$ cat src/rtl/core_pkg.sv
// Shared definitions for the phase monitor: FSM encoding, error counter
// sizing and default timing parameters.
package core_pkg;

    // Phase-sequence FSM encoding (3 bits, legacy-compatible constants).
    localparam logic [2:0] ST_SEEK = 3'd0;
    localparam logic [2:0] ST_P1   = 3'd1;
    localparam logic [2:0] ST_GAP1 = 3'd2;
    localparam logic [2:0] ST_P2   = 3'd3;
    localparam logic [2:0] ST_GAP2 = 3'd4;

    // Error event counter: 4 bits, saturating.
    localparam int                   ERR_CNT_W   = 4;
    localparam logic [ERR_CNT_W-1:0] ERR_CNT_MAX = 4'd15;

    // Default timing parameters.
    localparam int DEFAULT_LOCK_PERIODS = 4;
    localparam int DEFAULT_TIMEOUT      = 8;

    // Saturating increment of the error counter.
    function automatic logic [ERR_CNT_W-1:0] err_cnt_inc(input logic [ERR_CNT_W-1:0] cnt);
        return (cnt == ERR_CNT_MAX) ? cnt : cnt + ERR_CNT_W'(1);
    endfunction

endpackage

$ cat src/rtl/phase_edge.sv
// Input register plus rise/fall detection for one phase line. The line is
// already synchronous to the clock, so a single register suffices.
module phase_edge (
    input  logic i_clk,
    input  logic i_rst_n,
    input  logic i_ph,
    output logic o_rise,
    output logic o_fall
);

    logic r_q;

    // Hold the previous sample of the phase line.
    // NOTE: sequential state uses non-blocking (<=) so every register sees pre-edge values.
    always_ff @(posedge i_clk or negedge i_rst_n) begin
        if (!i_rst_n) r_q <= 1'b0;
        else          r_q <= i_ph;
    end

    assign o_rise = i_ph & ~r_q;
    assign o_fall = ~i_ph & r_q;

endmodule

$ cat src/rtl/phase_monitor.sv
// Receiver for the two-phase non-overlapping clock. Tracks the legal order
// PH1, gap, PH2, gap; emits phase strobes, a machine-cycle index and
// lock/error status.
module phase_monitor
    import core_pkg::*;
#(
    parameter int LOCK_PERIODS = DEFAULT_LOCK_PERIODS,
    parameter int TIMEOUT      = DEFAULT_TIMEOUT,   // 2..255
    parameter int CYC_W        = 3
) (
    input  logic                 CLK,
    input  logic                 RST,
    input  logic                 PH1,
    input  logic                 PH2,
    input  logic                 ERR_CLR,
    output logic                 PH1_EN,
    output logic                 PH2_EN,
    output logic [CYC_W-1:0]     CYC,
    output logic                 LOCK,
    output logic                 OVLP_ERR,
    output logic                 ORDER_ERR,
    output logic                 MISS_ERR,
    output logic [ERR_CNT_W-1:0] ERR_CNT
);

    localparam int                TIMER_W    = 8;
    localparam logic [TIMER_W-1:0] TIMER_LAST = TIMER_W'(TIMEOUT - 1);
    localparam int                PCNT_W     = $clog2(LOCK_PERIODS + 1);
    localparam logic [PCNT_W-1:0] PCNT_MAX   = PCNT_W'(LOCK_PERIODS);

    logic                 w_ph1_rise, w_ph1_fall, w_ph2_rise, w_ph2_fall;
    logic [2:0]           r_state, w_state_nxt;
    logic [TIMER_W-1:0]   r_timer;
    logic [PCNT_W-1:0]    r_pcnt;
    logic [CYC_W-1:0]     r_cyc;
    logic                 r_lock, r_ph1_en, r_ph2_en;
    logic                 r_ovlp, r_order, r_miss;
    logic [ERR_CNT_W-1:0] r_err_cnt;
    logic                 w_strobe1, w_strobe2, w_period, w_order;
    logic                 w_err_ovlp, w_err_order, w_err_miss, w_err_any;

    phase_edge u_edge_ph1 (
        .i_clk   (CLK),
        .i_rst_n (RST),
        .i_ph    (PH1),
        .o_rise  (w_ph1_rise),
        .o_fall  (w_ph1_fall)
    );

    phase_edge u_edge_ph2 (
        .i_clk   (CLK),
        .i_rst_n (RST),
        .i_ph    (PH2),
        .o_rise  (w_ph2_rise),
        .o_fall  (w_ph2_fall)
    );

    // Next-state decode, error classification (overlap > order > miss).
    // NOTE: every combinational output gets a default first, so no latch is inferred.
    always_comb begin
        w_state_nxt = r_state;
        w_strobe1   = 1'b0;
        w_strobe2   = 1'b0;
        w_period    = 1'b0;
        w_order     = 1'b0;
        case (r_state)
            ST_SEEK: if (w_ph1_rise) begin
                w_state_nxt = ST_P1;
                w_strobe1   = 1'b1;
            end
            ST_P1: if (w_ph1_fall) w_state_nxt = ST_GAP1;
            ST_GAP1: begin
                if (w_ph2_rise) begin
                    w_state_nxt = ST_P2;
                    w_strobe2   = 1'b1;
                end else if (w_ph1_rise) begin
                    w_order = 1'b1;
                end
            end
            ST_P2: if (w_ph2_fall) w_state_nxt = ST_GAP2;
            ST_GAP2: begin
                if (w_ph1_rise) begin
                    w_state_nxt = ST_P1;
                    w_strobe1   = 1'b1;
                    w_period    = 1'b1;
                end else if (w_ph2_rise) begin
                    w_order = 1'b1;
                end
            end
            default: w_state_nxt = ST_SEEK;
        endcase

        w_err_ovlp  = (r_state != ST_SEEK) && PH1 && PH2;
        w_err_order = w_order && !w_err_ovlp;
        w_err_miss  = (r_state != ST_SEEK) && (w_state_nxt == r_state) &&
                      (r_timer == TIMER_LAST) && !w_err_ovlp && !w_order;
        w_err_any   = w_err_ovlp || w_err_order || w_err_miss;

        // An error aborts the edge: no strobe, no period credit, back to SEEK.
        if (w_err_any) begin
            w_state_nxt = ST_SEEK;
            w_strobe1   = 1'b0;
            w_strobe2   = 1'b0;
            w_period    = 1'b0;
        end
    end

    // FSM state and dwell timer; the timer restarts on every state change.
    always_ff @(posedge CLK or negedge RST) begin
        if (!RST) begin
            r_state <= ST_SEEK;
            r_timer <= '0;
        end else begin
            r_state <= w_state_nxt;
            if (w_state_nxt != r_state)  r_timer <= '0;
            else if (r_state != ST_SEEK) r_timer <= r_timer + TIMER_W'(1);
        end
    end

    // Registered phase strobes, one cycle after the sampled rising edge.
    always_ff @(posedge CLK or negedge RST) begin
        if (!RST) begin
            r_ph1_en <= 1'b0;
            r_ph2_en <= 1'b0;
        end else begin
            r_ph1_en <= w_strobe1;
            r_ph2_en <= w_strobe2;
        end
    end

    // Period counting, lock and machine-cycle index; any error drops lock.
    always_ff @(posedge CLK or negedge RST) begin
        if (!RST) begin
            r_pcnt <= '0;
            r_lock <= 1'b0;
            r_cyc  <= '0;
        end else if (w_err_any) begin
            r_pcnt <= '0;
            r_lock <= 1'b0;
            r_cyc  <= '0;
        end else begin
            if (w_period) begin
                if (r_pcnt != PCNT_MAX) r_pcnt <= r_pcnt + PCNT_W'(1);
                // CYC only advances once lock was already established.
                if (r_lock)             r_cyc  <= r_cyc + CYC_W'(1);
            end
            if (r_pcnt == PCNT_MAX) r_lock <= 1'b1;
        end
    end

    // Sticky error flags and saturating event count; a new error beats ERR_CLR.
    always_ff @(posedge CLK or negedge RST) begin
        if (!RST) begin
            r_ovlp    <= 1'b0;
            r_order   <= 1'b0;
            r_miss    <= 1'b0;
            r_err_cnt <= '0;
        end else begin
            r_ovlp  <= (r_ovlp  && !ERR_CLR) || w_err_ovlp;
            r_order <= (r_order && !ERR_CLR) || w_err_order;
            r_miss  <= (r_miss  && !ERR_CLR) || w_err_miss;
            if (w_err_any)
                r_err_cnt <= ERR_CLR ? ERR_CNT_W'(1) : err_cnt_inc(r_err_cnt);
            else if (ERR_CLR)
                r_err_cnt <= '0;
        end
    end

    assign PH1_EN    = r_ph1_en;
    assign PH2_EN    = r_ph2_en;
    assign CYC       = r_cyc;
    assign LOCK      = r_lock;
    assign OVLP_ERR  = r_ovlp;
    assign ORDER_ERR = r_order;
    assign MISS_ERR  = r_miss;
    assign ERR_CNT   = r_err_cnt;

endmodule

$ cat config.mk
export PLATFORM = sky130hd
export DESIGN_NAME = phase_monitor
export DESIGN_NICKNAME = d
export VERILOG_FILES = /design/src/rtl/core_pkg.sv /design/src/rtl/phase_edge.sv /design/src/rtl/phase_monitor.sv
export SDC_FILE = /design/constraint.sdc
export NUM_CORES = 1
export LEC_CHECK = 0
export BUFFER_PORTS_ARGS = -buffer_cell sky130_fd_sc_hd__buf_2
export CAP_MARGIN = 40
export CELL_PAD_IN_SITES_DETAIL_PLACEMENT = 1
export CELL_PAD_IN_SITES_GLOBAL_PLACEMENT = 2
export CORE_MARGIN = 2
export CORE_UTILIZATION = 33
export DETAILED_ROUTE_END_ITERATION = 12
export PLACE_DENSITY_LB_ADDON = 0.1
export SLEW_MARGIN = 15
export SYNTH_ARGS = -nofsm -noshare
export SYNTH_HDL_FRONTEND = slang
export SYNTH_SLANG_ARGS = --single-unit
$ cat constraint.sdc
create_clock -name CLK -period 2 [get_ports CLK]
set_clock_uncertainty 0.15 [all_clocks]
set_input_delay 0.2 -clock CLK [delete_from_list [all_inputs] [get_ports CLK]]
set_output_delay 0.2 -clock CLK [all_outputs]
set_load 0.05 [all_outputs]
==> flow_summary_export.csv <==
group,metric,value,unit
run_status,status,"complete, but fails checks",
run_status,failed_checks,"negative setup slack",
critical_path,path_class,"flip-flop to flip-flop",
critical_path,cp-start-kind,"flip-flop",
detailed_routing,vias_per_cell,4.99,
global_routing,antenna_found_initial,0,
sta,grt_setup_unrepaired,"true",
floorplanning,rows,25,
sta,finalCritPeriodShare,1.07,
power,pwr-share-clk,0.197,
sta,period_needed,2.14,ns
finish,final_util,0.465,
power,p_int,1.42,mW
critical_path,cp-end-kind,"flip-flop",
critical_path,timing.rr.start,"r_state[1]$_DFF_PN0_",
sta,timing.final.ws_setup,-0.143,ns
floorplanning,die-area,5320,sq um
critical_path,slowest_stage,"dfrtp_2",
floorplanning,die_w,72.9,microns
worst_hold_path,hold_class,"input pin to flip-flop",
synth,syn_area,1570,sq um
worst_hold_path,holdPathStages,2,
placement,gp_congestion,0.754,
synth,synthCells,158,
critical_path,worstPathArrival,2.20,ns
clock_tree,cts_buffers,5,
synth,synth_edf_count,0,
sta,drv_slew,0,
power,power_frac_comb,0.497,
floorplanning,fp.dieH,72.9,microns
critical_path,path_cells,"or3_4 -> and3_4 -> and4b_4 -> buf_6 -> a221oi_4 -> o22ai_4 -> nor2_1",
detailed_routing,drc,0,
detailed_routing,drtIter0Drc,21,
critical_path,crit_fanout,8,
power,total_power,2.34,mW
synth,synth_ff_type,"dfrtp_1",
sta,hold_viol,0,
synth,async_flop_share,1.00,
placement,dp_hpwl,2.91,mm
synth,syn_area_per_cell,9.92,sq um
detailed_routing,vias,1327,
synth,synth_nets,168,
power,p_sw,0.916,mW
synth,ys_seq_area_frac,0.463,
clock_tree,cts_tree,"built",
finish,syn2layout_area_growth,38.3,%
flow_run,max_cap_violations,0,
placement,io_buffers,17,
global_routing,grt_pass1_wl,6.71,mm
finish,diodes,0,
global_routing,grt_max_degree,30,
power,power_density,1080,nW/um^2
clock_tree,clockBufferDepth,2,
global_routing,grt.total_usage,0.169,
sta,setup_violations,24,
critical_path,cp.required,2.05,ns
clock_tree,htree_levels,2,
detailed_routing,wl,4.14,mm
power,seqPwrFrac,0.306,
detailed_routing,wire_per_inst,15.6,microns
detailed_routing,drt_pass1_iterations,4,
power,ir_drop,0.521,mV
floorplanning,core_area,4660,sq um
power,switching_share,0.392,
global_routing,gr-total-overflow,0,
clock_tree,clk_pin_slew,0.06,ns
worst_hold_path,holdPathEnd,"u_edge_ph2.r_q$_DFF_PN0_",
power,p_leak,1.05,nW
sta,fin_hold_ws,0.0279,ns
worst_hold_path,min_from,"PH2",
detailed_routing,ant_nets,0,
critical_path,r2r_setup_slack,-0.14,ns
clock_tree,clk-insertion-delay-late,0.28,ns
sta,worst_pin_slew,0.679,ns
synth,ys_ff_latch,29,
critical_path,r2r_end,"r_timer[7]$_DFFE_PN0P_",
floorplanning,start_util,0.336,
clock_tree,clock_sinks,29,
clock_tree,cts-root-buf,"clkbuf_8",
critical_path,ff2ff_path_depth,7,
finish,final_nets,221,
synth,yosys_warnings,0,
critical_path,max_stage_delay,0.40,ns
finish,drive_gt1_frac,0.368,
synth,synth.distinct_cells,43,
sta,fmax,467,MHz
global_routing,grt_pass1_vias,1397,
floorplanning,ios,18,
sta,relSlewSlack,0.547,
==> power by group through the flow <==
| stage | Sequential [mW] | Clock, mW | Combinational, mW |
|---|---|---|---|
| 2_1_floorplan | 0.833 | 0 | 0.501 |
| 3_3_place_gp | 0.718 | 0 | 0.923 |
| 3_5_place_dp | 0.723 | 0 | 0.959 |
| 4_1_cts | 0.716 | 0.476 | 1.05 |
| 5_1_grt | 0.724 | 0.503 | 1.26 |
| 6_report | 0.716 | 0.461 | 1.16 |
==> cell usage in the layout (no fill, tap or decap), drive strengths merged, types with 2 or more instances in the layout <==
master	count
buf	48
nor3	3
nor2	22
a21oi	5
nor2b	5
ha	5
mux2i	3
dfrtp	29
nand3	6
and4b	3
xor2	6
o21ai	8
clkbuf	9
o22ai	3
inv	9
xnor2	5
and3	3
nand2	11
nand4	3
nand2b	5
a21o	2
==> Yosys cell counts, drive strengths merged, types with 2 or more instances <==
library cell	count	area (sq um)
nand2b	5	31.3
nor3	3	30.0
and4b	3	33.8
nor2	22	82.6
o22ai	3	25.0
nand4	3	18.8
a21oi	5	25.0
nand3	6	30.0
dfrtp	29	726
nand2	11	41.3
inv	9	33.8
ha	5	62.6
and3	3	23.8
xnor2	5	43.8
xor2	6	52.6
mux2i	3	30.0
nor2b	5	31.3
buf	3	27.5
o21ai	8	40.0
clkbuf	2	7.51
==> registers in the layout, summed over array words and instances (netlist names), 3 cells and up <==
signal / cells
r_pcnt: 3
ERR_CNT: 4
r_state: 3
r_timer: 8
CYC: 3
==> what timing repair did <==
action | CTS | global route
pin swaps | 10 | 10
setup endpoints to repair | 24 | 24
setup buffers | 1 | 4
resized for setup | 7 | 12
cloned | 0 | 2
hold buffers | 1 | 0
endpoints found under the hold margin | 29 | 0
==> metrics by stage <==
stage | area (sq um) | setup slack (ns) | setup TNS [ns] | instances
floorplan | 1580 | -0.130 | -1.72 | 158
global route | 2170 | -0.198 | -3.81 | 266
global placement | 1910 | -0.102 | -1.37 | 250
CTS | 2040 | -0.111 | -1.32 | 260
detailed placement | 1910 | -0.209 | -3.13 | 250
finish | 2170 | -0.143 | -2.26 | 266
==> per-layer routing <==
layer	global-route usage	vias up	share of wire
met4	0.0741	0	0.013
li1	-	659	-
met5	0	-	0
met3	0.0414	5	0.022
met2	0.278	12	0.50
met1	0.211	651	0.46
==> critical path, delay by kind of cell, from the launching register on <==
| kind | cells | cell delay [ns] |
|---|---|---|
| compound gates | 2 | 0.48 |
| buf+inv | 1 | 0.12 |
| flops | 1 | 0.40 |
| simple gates | 4 | 0.92 |
==> worst max path at each step <==
stage / slack, ns / cells past startpoint / to / start
after floorplan: -0.13 / 8 / ERR_CNT[2]$_DFFE_PN0P_ / r_state[1]$_DFF_PN0_
after global placement: -0.10 / 7 / r_timer[2]$_DFFE_PN0P_ / r_timer[5]$_DFFE_PN0P_
after detailed placement: -0.21 / 7 / r_timer[5]$_DFFE_PN0P_ / r_timer[5]$_DFFE_PN0P_
after CTS: -0.11 / 7 / r_timer[7]$_DFFE_PN0P_ / r_state[1]$_DFF_PN0_
after global routing: -0.20 / 7 / r_timer[7]$_DFFE_PN0P_ / r_state[1]$_DFF_PN0_
final: -0.14 / 7 / r_timer[7]$_DFFE_PN0P_ / r_state[1]$_DFF_PN0_
==> kinds of logic (layout without fill, tap and decap cells) <==
| logic type | count (synthesis) | in the layout | share of synthesized area |
|---|---|---|---|
| AOI/OAI and AO/OA | 25 | 26 | 0.113 |
| xor gates and xnor gates | 11 | 11 | 0.0615 |
| adders and majority gates | 5 | 5 | 0.0399 |
| buffers and inverters | 14 | 67 | 0.0439 |
| DFF | 29 | 29 | 0.463 |
| muxes | 3 | 3 | 0.0192 |
| and+or+nand+nor | 71 | 71 | 0.260 |
==> area by class of cell <==
class | instances | area [sq um]
clock buffers | 8 | 80.1
fillers | 543 | 2490
inverters | 9 | 33.8
multi-input cells | 116 | 878
flip-flops and latches | 29 | 727
well taps | 54 | 67.6
repair buffers | 50 | 382
No activity file was read; power rests on OpenSTA's default activity.
